## src/rtl/decode_pkg.sv

```systemverilog
// Shared encodings, field widths and the instruction decode function for decode_stage.
package decode_pkg;

    localparam int DATA_W  = 32;
    localparam int ADDR_W  = 4;
    localparam int OPC_W   = 4;
    localparam int SHIFT_W = 7;

    typedef enum logic [1:0] {
        CLS_NOP  = 2'd0,
        CLS_DP   = 2'd1,
        CLS_LDST = 2'd2,
        CLS_BR   = 2'd3
    } cls_e;

    localparam logic [3:0] COND_NV   = 4'hF;
    localparam logic [3:0] OP_CMP_LO = 4'b1000;
    localparam logic [3:0] OP_CMP_HI = 4'b1011;

    localparam logic [ADDR_W-1:0] REG_PC = 4'd15;
    localparam logic [ADDR_W-1:0] REG_LR = 4'd14;

    typedef struct packed {
        cls_e                cls;
        logic [3:0]          cond;
        logic [OPC_W-1:0]    opcode;
        logic                set_flags;
        logic                use_imm;
        logic [DATA_W-1:0]   imm;
        logic [SHIFT_W-1:0]  shift;
        logic                wr_en;
        logic [ADDR_W-1:0]   wr_addr;
        logic [DATA_W-1:0]   pc;
        logic [ADDR_W-1:0]   src1;
        logic [ADDR_W-1:0]   src2;
    } bundle_t;

    typedef struct packed {
        bundle_t b;
        logic    use1;
        logic    use2;
    } dec_t;

    function automatic logic [DATA_W-1:0] ror_imm(input logic [7:0] imm8, input logic [3:0] rot);
        logic [DATA_W-1:0] x;
        logic [5:0]        amt;
        x   = {24'h0, imm8};
        amt = {1'b0, rot, 1'b0};
        return (x >> amt) | (x << (6'd32 - amt));
    endfunction

    function automatic dec_t decode_instr(input logic [31:0] instr, input logic [DATA_W-1:0] pc);
        dec_t d;
        d        = '0;
        d.b.pc   = pc;
        d.b.cond = instr[31:28];
        if (instr[31:28] != COND_NV) begin
            case (instr[27:26])
                2'b00: begin
                    d.b.cls       = CLS_DP;
                    d.b.opcode    = instr[24:21];
                    d.b.set_flags = instr[20];
                    d.b.use_imm   = instr[25];
                    d.b.imm       = ror_imm(instr[7:0], instr[11:8]);
                    d.b.shift     = {instr[6:5], instr[11:7]};
                    d.b.wr_en     = !(instr[24:21] >= OP_CMP_LO && instr[24:21] <= OP_CMP_HI);
                    d.b.wr_addr   = instr[15:12];
                    d.b.src1      = instr[19:16];
                    d.b.src2      = instr[3:0];
                    d.use1        = 1'b1;
                    d.use2        = !instr[25];
                end
                2'b01: begin
                    d.b.cls       = CLS_LDST;
                    d.b.opcode    = instr[24:21];
                    d.b.set_flags = instr[20];
                    d.b.use_imm   = !instr[25];
                    d.b.imm       = {20'h0, instr[11:0]};
                    d.b.shift     = {instr[6:5], instr[11:7]};
                    d.b.wr_en     = instr[20];
                    d.b.wr_addr   = instr[15:12];
                    d.b.src1      = instr[19:16];
                    d.b.src2      = instr[15:12];
                    d.use1        = 1'b1;
                    // Stores read Rd as data even in immediate-offset form.
                    d.use2        = instr[25] || !instr[20];
                end
                2'b10: begin
                    d.b.cls     = CLS_BR;
                    d.b.use_imm = 1'b1;
                    d.b.imm     = {{6{instr[23]}}, instr[23:0], 2'b00};
                    d.b.wr_en   = instr[24];
                    d.b.wr_addr = REG_LR;
                end
                default: d.b.cls = CLS_NOP;
            endcase
        end
        return d;
    endfunction

endpackage

```

## src/rtl/decode_scoreboard.sv

```systemverilog
// Pending-write bits for R0-R14 with two hazard query ports; R15 is never tracked.
// DECODE_BYPASS_EN lets a same-cycle writeback mask a query hit.
module decode_scoreboard
    import decode_pkg::*;
(
    input  logic              clk_i,
    input  logic              rst_i,
    input  logic              set_en_i,
    input  logic [ADDR_W-1:0] set_addr_i,
    input  logic              clr_en_i,
    input  logic [ADDR_W-1:0] clr_addr_i,
    input  logic              flush_clr_en_i,
    input  logic [ADDR_W-1:0] flush_clr_addr_i,
    input  logic              q1_en_i,
    input  logic [ADDR_W-1:0] q1_addr_i,
    input  logic              q2_en_i,
    input  logic [ADDR_W-1:0] q2_addr_i,
    output logic              hz1_o,
    output logic              hz2_o
);

    logic [14:0] pend_q, pend_d;

    always_ff @(posedge clk_i or posedge rst_i) begin
        if (rst_i) pend_q <= '0;
        else       pend_q <= pend_d;
    end

    // Set is applied last so it wins over a clear to the same register.
    always_comb begin
        pend_d = pend_q;
        if (clr_en_i && clr_addr_i != REG_PC)             pend_d[clr_addr_i]       = 1'b0;
        if (flush_clr_en_i && flush_clr_addr_i != REG_PC) pend_d[flush_clr_addr_i] = 1'b0;
        if (set_en_i && set_addr_i != REG_PC)             pend_d[set_addr_i]       = 1'b1;
    end

    always_comb begin
        hz1_o = q1_en_i && q1_addr_i != REG_PC && pend_q[q1_addr_i];
        hz2_o = q2_en_i && q2_addr_i != REG_PC && pend_q[q2_addr_i];
`ifdef DECODE_BYPASS_EN
        if (clr_en_i && clr_addr_i == q1_addr_i) hz1_o = 1'b0;
        if (clr_en_i && clr_addr_i == q2_addr_i) hz2_o = 1'b0;
`else
`endif
    end

endmodule

```

## src/rtl/decode_stage.sv

```systemverilog
// Instruction decode with pending-write hazard stall and a registered bundle (latency 1).
// Optional DECODE_BYPASS_EN: a writeback in the same cycle releases a hazard without waiting for the edge.
module decode_stage
    import decode_pkg::*;
(
    input  logic               clk_i,
    input  logic               rst_i,
    input  logic [31:0]        instr_i,
    input  logic [DATA_W-1:0]  pc_i,
    input  logic               instr_valid_i,
    output logic               instr_ready_o,
    output logic [ADDR_W-1:0]  r1_addr_o,
    output logic [ADDR_W-1:0]  r2_addr_o,
    output logic               ex_valid_o,
    input  logic               ex_ready_i,
    output logic [1:0]         ex_class_o,
    output logic [3:0]         ex_cond_o,
    output logic [OPC_W-1:0]   ex_opcode_o,
    output logic               ex_set_flags_o,
    output logic               ex_use_imm_o,
    output logic [DATA_W-1:0]  ex_imm_o,
    output logic [SHIFT_W-1:0] ex_shift_o,
    output logic               ex_wr_en_o,
    output logic [ADDR_W-1:0]  ex_wr_addr_o,
    output logic [DATA_W-1:0]  ex_pc_o,
    input  logic               wb_en_i,
    input  logic [ADDR_W-1:0]  wb_addr_i,
    input  logic               flush_i
);

    dec_t    dec;
    bundle_t bnd_q, bnd_d;
    logic    ex_valid_q, ex_valid_d;
    logic    hz1, hz2, hold, accept;

    always_comb dec = decode_instr(instr_i, pc_i);

    decode_scoreboard u_scoreboard (
        .clk_i            (clk_i),
        .rst_i            (rst_i),
        .set_en_i         (accept && dec.b.wr_en),
        .set_addr_i       (dec.b.wr_addr),
        .clr_en_i         (wb_en_i),
        .clr_addr_i       (wb_addr_i),
        .flush_clr_en_i   (flush_i && ex_valid_q && bnd_q.wr_en),
        .flush_clr_addr_i (bnd_q.wr_addr),
        .q1_en_i          (dec.use1),
        .q1_addr_i        (dec.b.src1),
        .q2_en_i          (dec.use2),
        .q2_addr_i        (dec.b.src2),
        .hz1_o            (hz1),
        .hz2_o            (hz2)
    );

    assign hold          = ex_valid_q && !ex_ready_i;
    assign instr_ready_o = !rst_i && !flush_i && !hz1 && !hz2 && !hold;
    assign accept        = instr_valid_i && instr_ready_o;

    // Holding the bundle's sources makes the register file re-read them, picking up late writebacks.
    assign r1_addr_o = rst_i ? '0 : (hold ? bnd_q.src1 : dec.b.src1);
    assign r2_addr_o = rst_i ? '0 : (hold ? bnd_q.src2 : dec.b.src2);

    always_comb begin
        ex_valid_d = ex_valid_q;
        bnd_d      = bnd_q;
        if (flush_i) begin
            ex_valid_d = 1'b0;
        end else if (accept) begin
            ex_valid_d = 1'b1;
            bnd_d      = dec.b;
        end else if (ex_ready_i) begin
            ex_valid_d = 1'b0;
        end
    end

    always_ff @(posedge clk_i or posedge rst_i) begin
        if (rst_i) begin
            ex_valid_q <= 1'b0;
            bnd_q      <= '0;
        end else begin
            ex_valid_q <= ex_valid_d;
            bnd_q      <= bnd_d;
        end
    end

    assign ex_valid_o     = ex_valid_q;
    assign ex_class_o     = bnd_q.cls;
    assign ex_cond_o      = bnd_q.cond;
    assign ex_opcode_o    = bnd_q.opcode;
    assign ex_set_flags_o = bnd_q.set_flags;
    assign ex_use_imm_o   = bnd_q.use_imm;
    assign ex_imm_o       = bnd_q.imm;
    assign ex_shift_o     = bnd_q.shift;
    assign ex_wr_en_o     = bnd_q.wr_en;
    assign ex_wr_addr_o   = bnd_q.wr_addr;
    assign ex_pc_o        = bnd_q.pc;

endmodule

```

## config.mk

```make
export PLATFORM = sky130hd
export DESIGN_NAME = decode_stage
export DESIGN_NICKNAME = d
export VERILOG_FILES = /design/src/rtl/decode_pkg.sv /design/src/rtl/decode_scoreboard.sv /design/src/rtl/decode_stage.sv
export SDC_FILE = /design/constraint.sdc
export NUM_CORES = 1
export LEC_CHECK = 0
export BUFFER_PORTS_ARGS = -buffer_cell sky130_fd_sc_hd__buf_2
export CAP_MARGIN = 20
export CORE_ASPECT_RATIO = 0.7
export CORE_MARGIN = 3
export CORE_UTILIZATION = 49
export CTS_BUF_LIST = sky130_fd_sc_hd__clkbuf_8
export CTS_CLUSTER_DIAMETER = 150
export DETAILED_ROUTE_END_ITERATION = 8
export PLACE_DENSITY = 0.75
export SYNTH_ARGS = -nofsm -noshare
export SYNTH_HDL_FRONTEND = slang
export SYNTH_HIERARCHICAL = 1
export SYNTH_SLANG_ARGS = --single-unit
```

## constraint.sdc

```tcl
create_clock -name clk_i -period 6 [get_ports clk_i]
set_input_delay 0.6 -clock clk_i [delete_from_list [all_inputs] [get_ports clk_i]]
set_output_delay 0.6 -clock clk_i [all_outputs]
set_load 0.05 [all_outputs]
```

## After elaboration in Yosys (flattened, before gate mapping)

Index checks and enable logic that the tools add are counted.

- Eq/ne operators: 8
- Reduce and logical (&&, ||, !) cells: 34
- Shift-type cells: 2
- Magnitude comparators: 10
- Add/sub/neg operators: 1
- Multiplexer cells: 29
- Bitwise gates (word level): 7

Operators with widths:

| operator | count |
|---|---|
| $pmux 33 s3 | 1 |
| $mux 50 | 1 |
| $mux 15 | 3 |
| $or 32x32->32 | 1 |
| $shl 8x6->32 | 1 |
| $shr 8x5->32 | 1 |
| $and 15x15->15 | 2 |
| $not 15->15 | 2 |
| $lt 4x5->1 const B | 5 |
| $ne 4x4->1 const B | 6 |
| $logic_and 1x1->1 | 20 |
| $pmux 10 s2 | 1 |
| $mux 4 | 4 |
| $or 15x15->15 | 1 |
| $pmux 5 s3 | 1 |
| $demux 1 s4 | 3 |
| $ge 4x1->1 const B | 3 |
| $mux 10 | 1 |
| $logic_not 1->1 | 9 |
| $bmux 1 s4 | 2 |
| $mux 1 | 8 |
| $mux 7 | 1 |
| $pmux 2 s3 | 1 |
| $sub 6x5->6 const A | 1 |
| other kinds (12) | 12 |

- Register bits: 112
- Word-level logic and storage cells: 105
- Input bits: 74
- Output and inout bits: 98

## Logic depth before layout (Yosys ltp)

- Word-level depth: 15
- Gate-level depth with buffers: 21
- Gate-level depth less buffers: 17

## Modules after synthesis

The synthesis kept the hierarchy.

By module, submodules not included:

| module | cells an instance | instances | area an instance (um2) | seq. area each (um2) |
|---|---|---|---|---|
| decode_stage | 644 | 1 | 5646.7 | 2427.3 |
| decode_scoreboard | 115 | 1 | 1111.1 | 375.4 |

## Worst setup path before layout

OpenSTA, ideal clock, no wires.

- Path type: input to register
- Start: input port instr_i[27]
- End: register u_scoreboard.pend_q[4]
- Setup slack: 1849 ps
- Stages on the path: 18
- Path buffers: 4
- Setup time: 67 ps
- Data required time: 5933 ps
- Data arrival time: 4084 ps
- Cells stage by stage: inv_1 -> ha_1 -> clkbuf_1 -> nor2_1 -> nor2_1 -> and2_1 -> buf_6 -> mux4_2 -> o2111ai_1 -> o21ai_1 -> nor4_4 -> and3_1 -> buf_4 -> nand2_2 -> buf_6 -> nor2_1 -> nor3b_1 -> a22o_1

RTL lines:

| item | RTL line | text |
|---|---|---|
| start, declared | decode_stage.sv:8 | `input logic [31:0] instr_i,` |
| end signal, assigned | decode_scoreboard.sv:26 | `else pend_q <= pend_d;` |
| end, declared | decode_scoreboard.sv:22 | `logic [14:0] pend_q, pend_d;` |

==> flow_summary.ini <==
[synth]
synthTopCellsByArea = dfrtp_1 (41%), nand2_1 (10%), buf_4 (9.7%)
ys_ff_latch = 112
yosysTopAreaCellShare_pct = 41.47
netlist_area_mm2 = 0.006758
synth_cells = 759
yosys.area.top_type = dfrtp_1
ys_warn_count = 6
yosysUniqueCellTypes = 63
synth_edf_count = 0
syn_area_per_cell_um2 = 8.903
syn-num-nets = 838
yosysSeqAreaShare_pct = 41.47
synth-async-reset-ratio_pct = 100.0
synthFlopType = dfrtp_1

[worst_setup_path]
cp_num_buf_inv = 2
endpoint_kind = register
criticalPathCategory = primary input to register
cp_max_fo = 19
crit_cells = 15
crit_chain = buf_2 > inv_1 > ha_1 > nor2_1 > nor2_1 > and2_1 > mux4_2 > o2111ai_1 > o21ai_1 > nor4_4 > and3_2 > nand2_2 > nor2_1 > nor3b_1 > a22o_1
crit_arrival_ns = 5.00
reg2reg_from = u_scoreboard/pend_q[11]$_DFF_PP0_
critPathTopFamily = simple AND/OR/NAND/NOR gates
cp.required_ns = 6.33
slowest_stage = ha_1
rr_worst_depth = 9
start_kind = primary input
critPathLaunch = instr_i[27]
slowest_delay_ns = 0.59
crit_top_cell = nor2_1

[hold_path]
worstHoldPathType = primary input to asynchronous set/reset pin

[layout]
finalCoreUtilization_pct = 54.62
drive_above_1_share_pct = 26.76
final_cell_mix = nand2_1 (183), buf_2 (171), dfrtp_1 (112), nor2_1 (29), a22o_1 (29)
layout.nets = 896
syn2layout_area_growth_pct = 7.610
final_common_cell = nand2_1
final_area_mm2 = 0.007272
antenna_cells = 0

[clocking]
ctsResizeCount = 0
post_cts_buffers = 0
cts_root_buf = clkbuf_8
holdBufCountCts = 0
cts_tree = built
clk_pin_slew_worst_paths_ns = 0.11
cts_buffers = 9
insertion_delay_ns = 0.40
cts.htree.levels = 3
clock_sinks = 112
max-clock-path-buffers = 2

[placed_design]
place_hpwl_um = 13990
portBuffers = 171
placed_area_mm2 = 0.007041
gp_congestion = 0.9492

[timing]
fin_crit_sh_pct = 77.83
setup_tns_ns = 0
finClkSkew_ns = 0.01445
fin_crit_ns = 4.670
slew_violations = 0
rsz0062_at_grt = no
fmax_mhz = 214.1
worst_pin_slew_ns = 1.053
setup_violations = 0
hold_viol_final = 0
slew_headroom_pct = 29.66

[drt]
drc = 0
vias = 5797
wirelength_um = 18930
dr.first_iter.drc_count = 653
avgViaCountPerCell = 5.757
first_pass_iters = 5
avgRoutedWirePerCell_um = 18.80
ant_nets = 0

[grt]
first_global_vias = 5307
overflow = 0
grt_max_degree = 70
grt_usage_pct = 24.35
antenna_found_initial = 1
grt_pass1_wl_um = 29770

[floorplanning]
dieArea_mm2 = 0.01526
placementRows = 35
ios = 172
die_x_um = 146.4
core_area_mm2 = 0.01331
start_util_pct = 50.76
fp.dieH_um = 104.3

[flow_run]
max_cap_viol_count = 0

[power_and_ir_drop]
irDropWorstVdd_mv = 0.1229
p_leak_nw = 3.705
power_density_mw_per_mm2 = 314.1

[outcome]
status = completed
==> logic make-up (layout without fill, tap and decap cells) <==
group           after synthesis  after routing  synth area share [%]
compound gates              161            161                 17.61
xor+xnor                      3              3                0.3889
fa+ha+maj                     5              5                0.9258
buf+inv                     142            205                 13.37
flops                       112            112                 41.47
mux                          21             21                 4.129
simple gates                315            315                 22.11
==> worst reg2reg max path: cells and delay by family (launching register included) <==
kind	cells	cell delay, ns
AO/OA/AOI/OAI	3	0.53
AND/OR/NAND/NOR	5	1.66
multiplexers	1	0.48
flip-flops	1	0.45
==> worst paths after layout <==
kind                                                    end  slack, ns
min in group clk_i                  ex_pc_o[22]$_DFFE_PP0P_       0.39
setup / recovery           u_scoreboard/pend_q[4]$_DFF_PP0_       1.33
hold / removal                      ex_pc_o[12]$_DFFE_PP0P_       0.30
hold reg to reg                      ex_pc_o[0]$_DFFE_PP0P_       0.48
setup reg to reg           u_scoreboard/pend_q[4]$_DFF_PP0_       2.84
max in group asynchronous          ex_cond_o[1]$_DFFE_PP0P_       4.54
==> through the flow <==
step	instances	power, mW	setup WS, ns	hold WS [ns]
detailed placement	991	1.792	0.9878	0.4572
floorplan	759	1.708	1.849	0.4400
global route	1007	2.389	0.8951	0.3240
global placement	991	1.784	1.145	0.4546
CTS	1007	2.292	1.382	0.3152
finish	1007	2.284	1.330	0.3007
==> registers in the layout (all words and copies together), names as in the netlist <==
signal	cells
ex_opcode_o	4
ex_pc_o	32
ex_wr_en_o	1
ex_wr_addr_o	4
ex_use_imm_o	1
ex_imm_o	32
bnd_q	8
ex_class_o	2
ex_cond_o	4
ex_valid_o	1
ex_set_flags_o	1
ex_shift_o	7
u_scoreboard/pend_q	15
==> per-layer routing <==
layer  wire [um]  GRT usage [%]  part of all wire [%]
met5          13              0                 0.069
met4         362          6.040                   1.9
met3        1955          7.143                    10
met2        7631          32.32                    40
met1        8964          38.37                    47
==> Yosys cell counts (3+ instances only) <==
library cell  number
a21o_1             4
a21oi_1           24
a221o_1           14
a221oi_1           5
a222oi_1           3
a22o_1            29
a22oi_1           16
a32oi_1            8
and2_1            10
and3_1             9
and3b_1            6
buf_2             17
buf_4             87
buf_6              3
clkbuf_1          19
dfrtp_1          112
ha_1               5
inv_1             13
mux2_2             9
mux2i_1            8
nand2_1          183
nand2b_1           7
nand3_1           24
nand4_1            7
nor2_1            29
nor2b_1           13
nor3_2             3
nor3b_1            8
o21ai_0           26
o21ai_1            7
o221ai_1           4
o31ai_1            5
==> power breakdown <==
part           total [mW]  internal (mW)  switching (mW)  leakage (nW)
combinational       0.829          0.207           0.621          2.12
sequential          0.952          0.870          0.0815          1.47
clock               0.504          0.211           0.293         0.115
==> final cells by class <==
cell class              instances  area (um^2)
inverters                      14        55.05
fillers                      1242         6041
well taps                     185        231.5
flip-flops and latches        112         2803
clock inverters                 7        107.6
clock buffers                   9        123.9
repair buffers                175        885.9
multi-input cells             505         3065
Note: power is estimated with default switching activity, not from simulation.
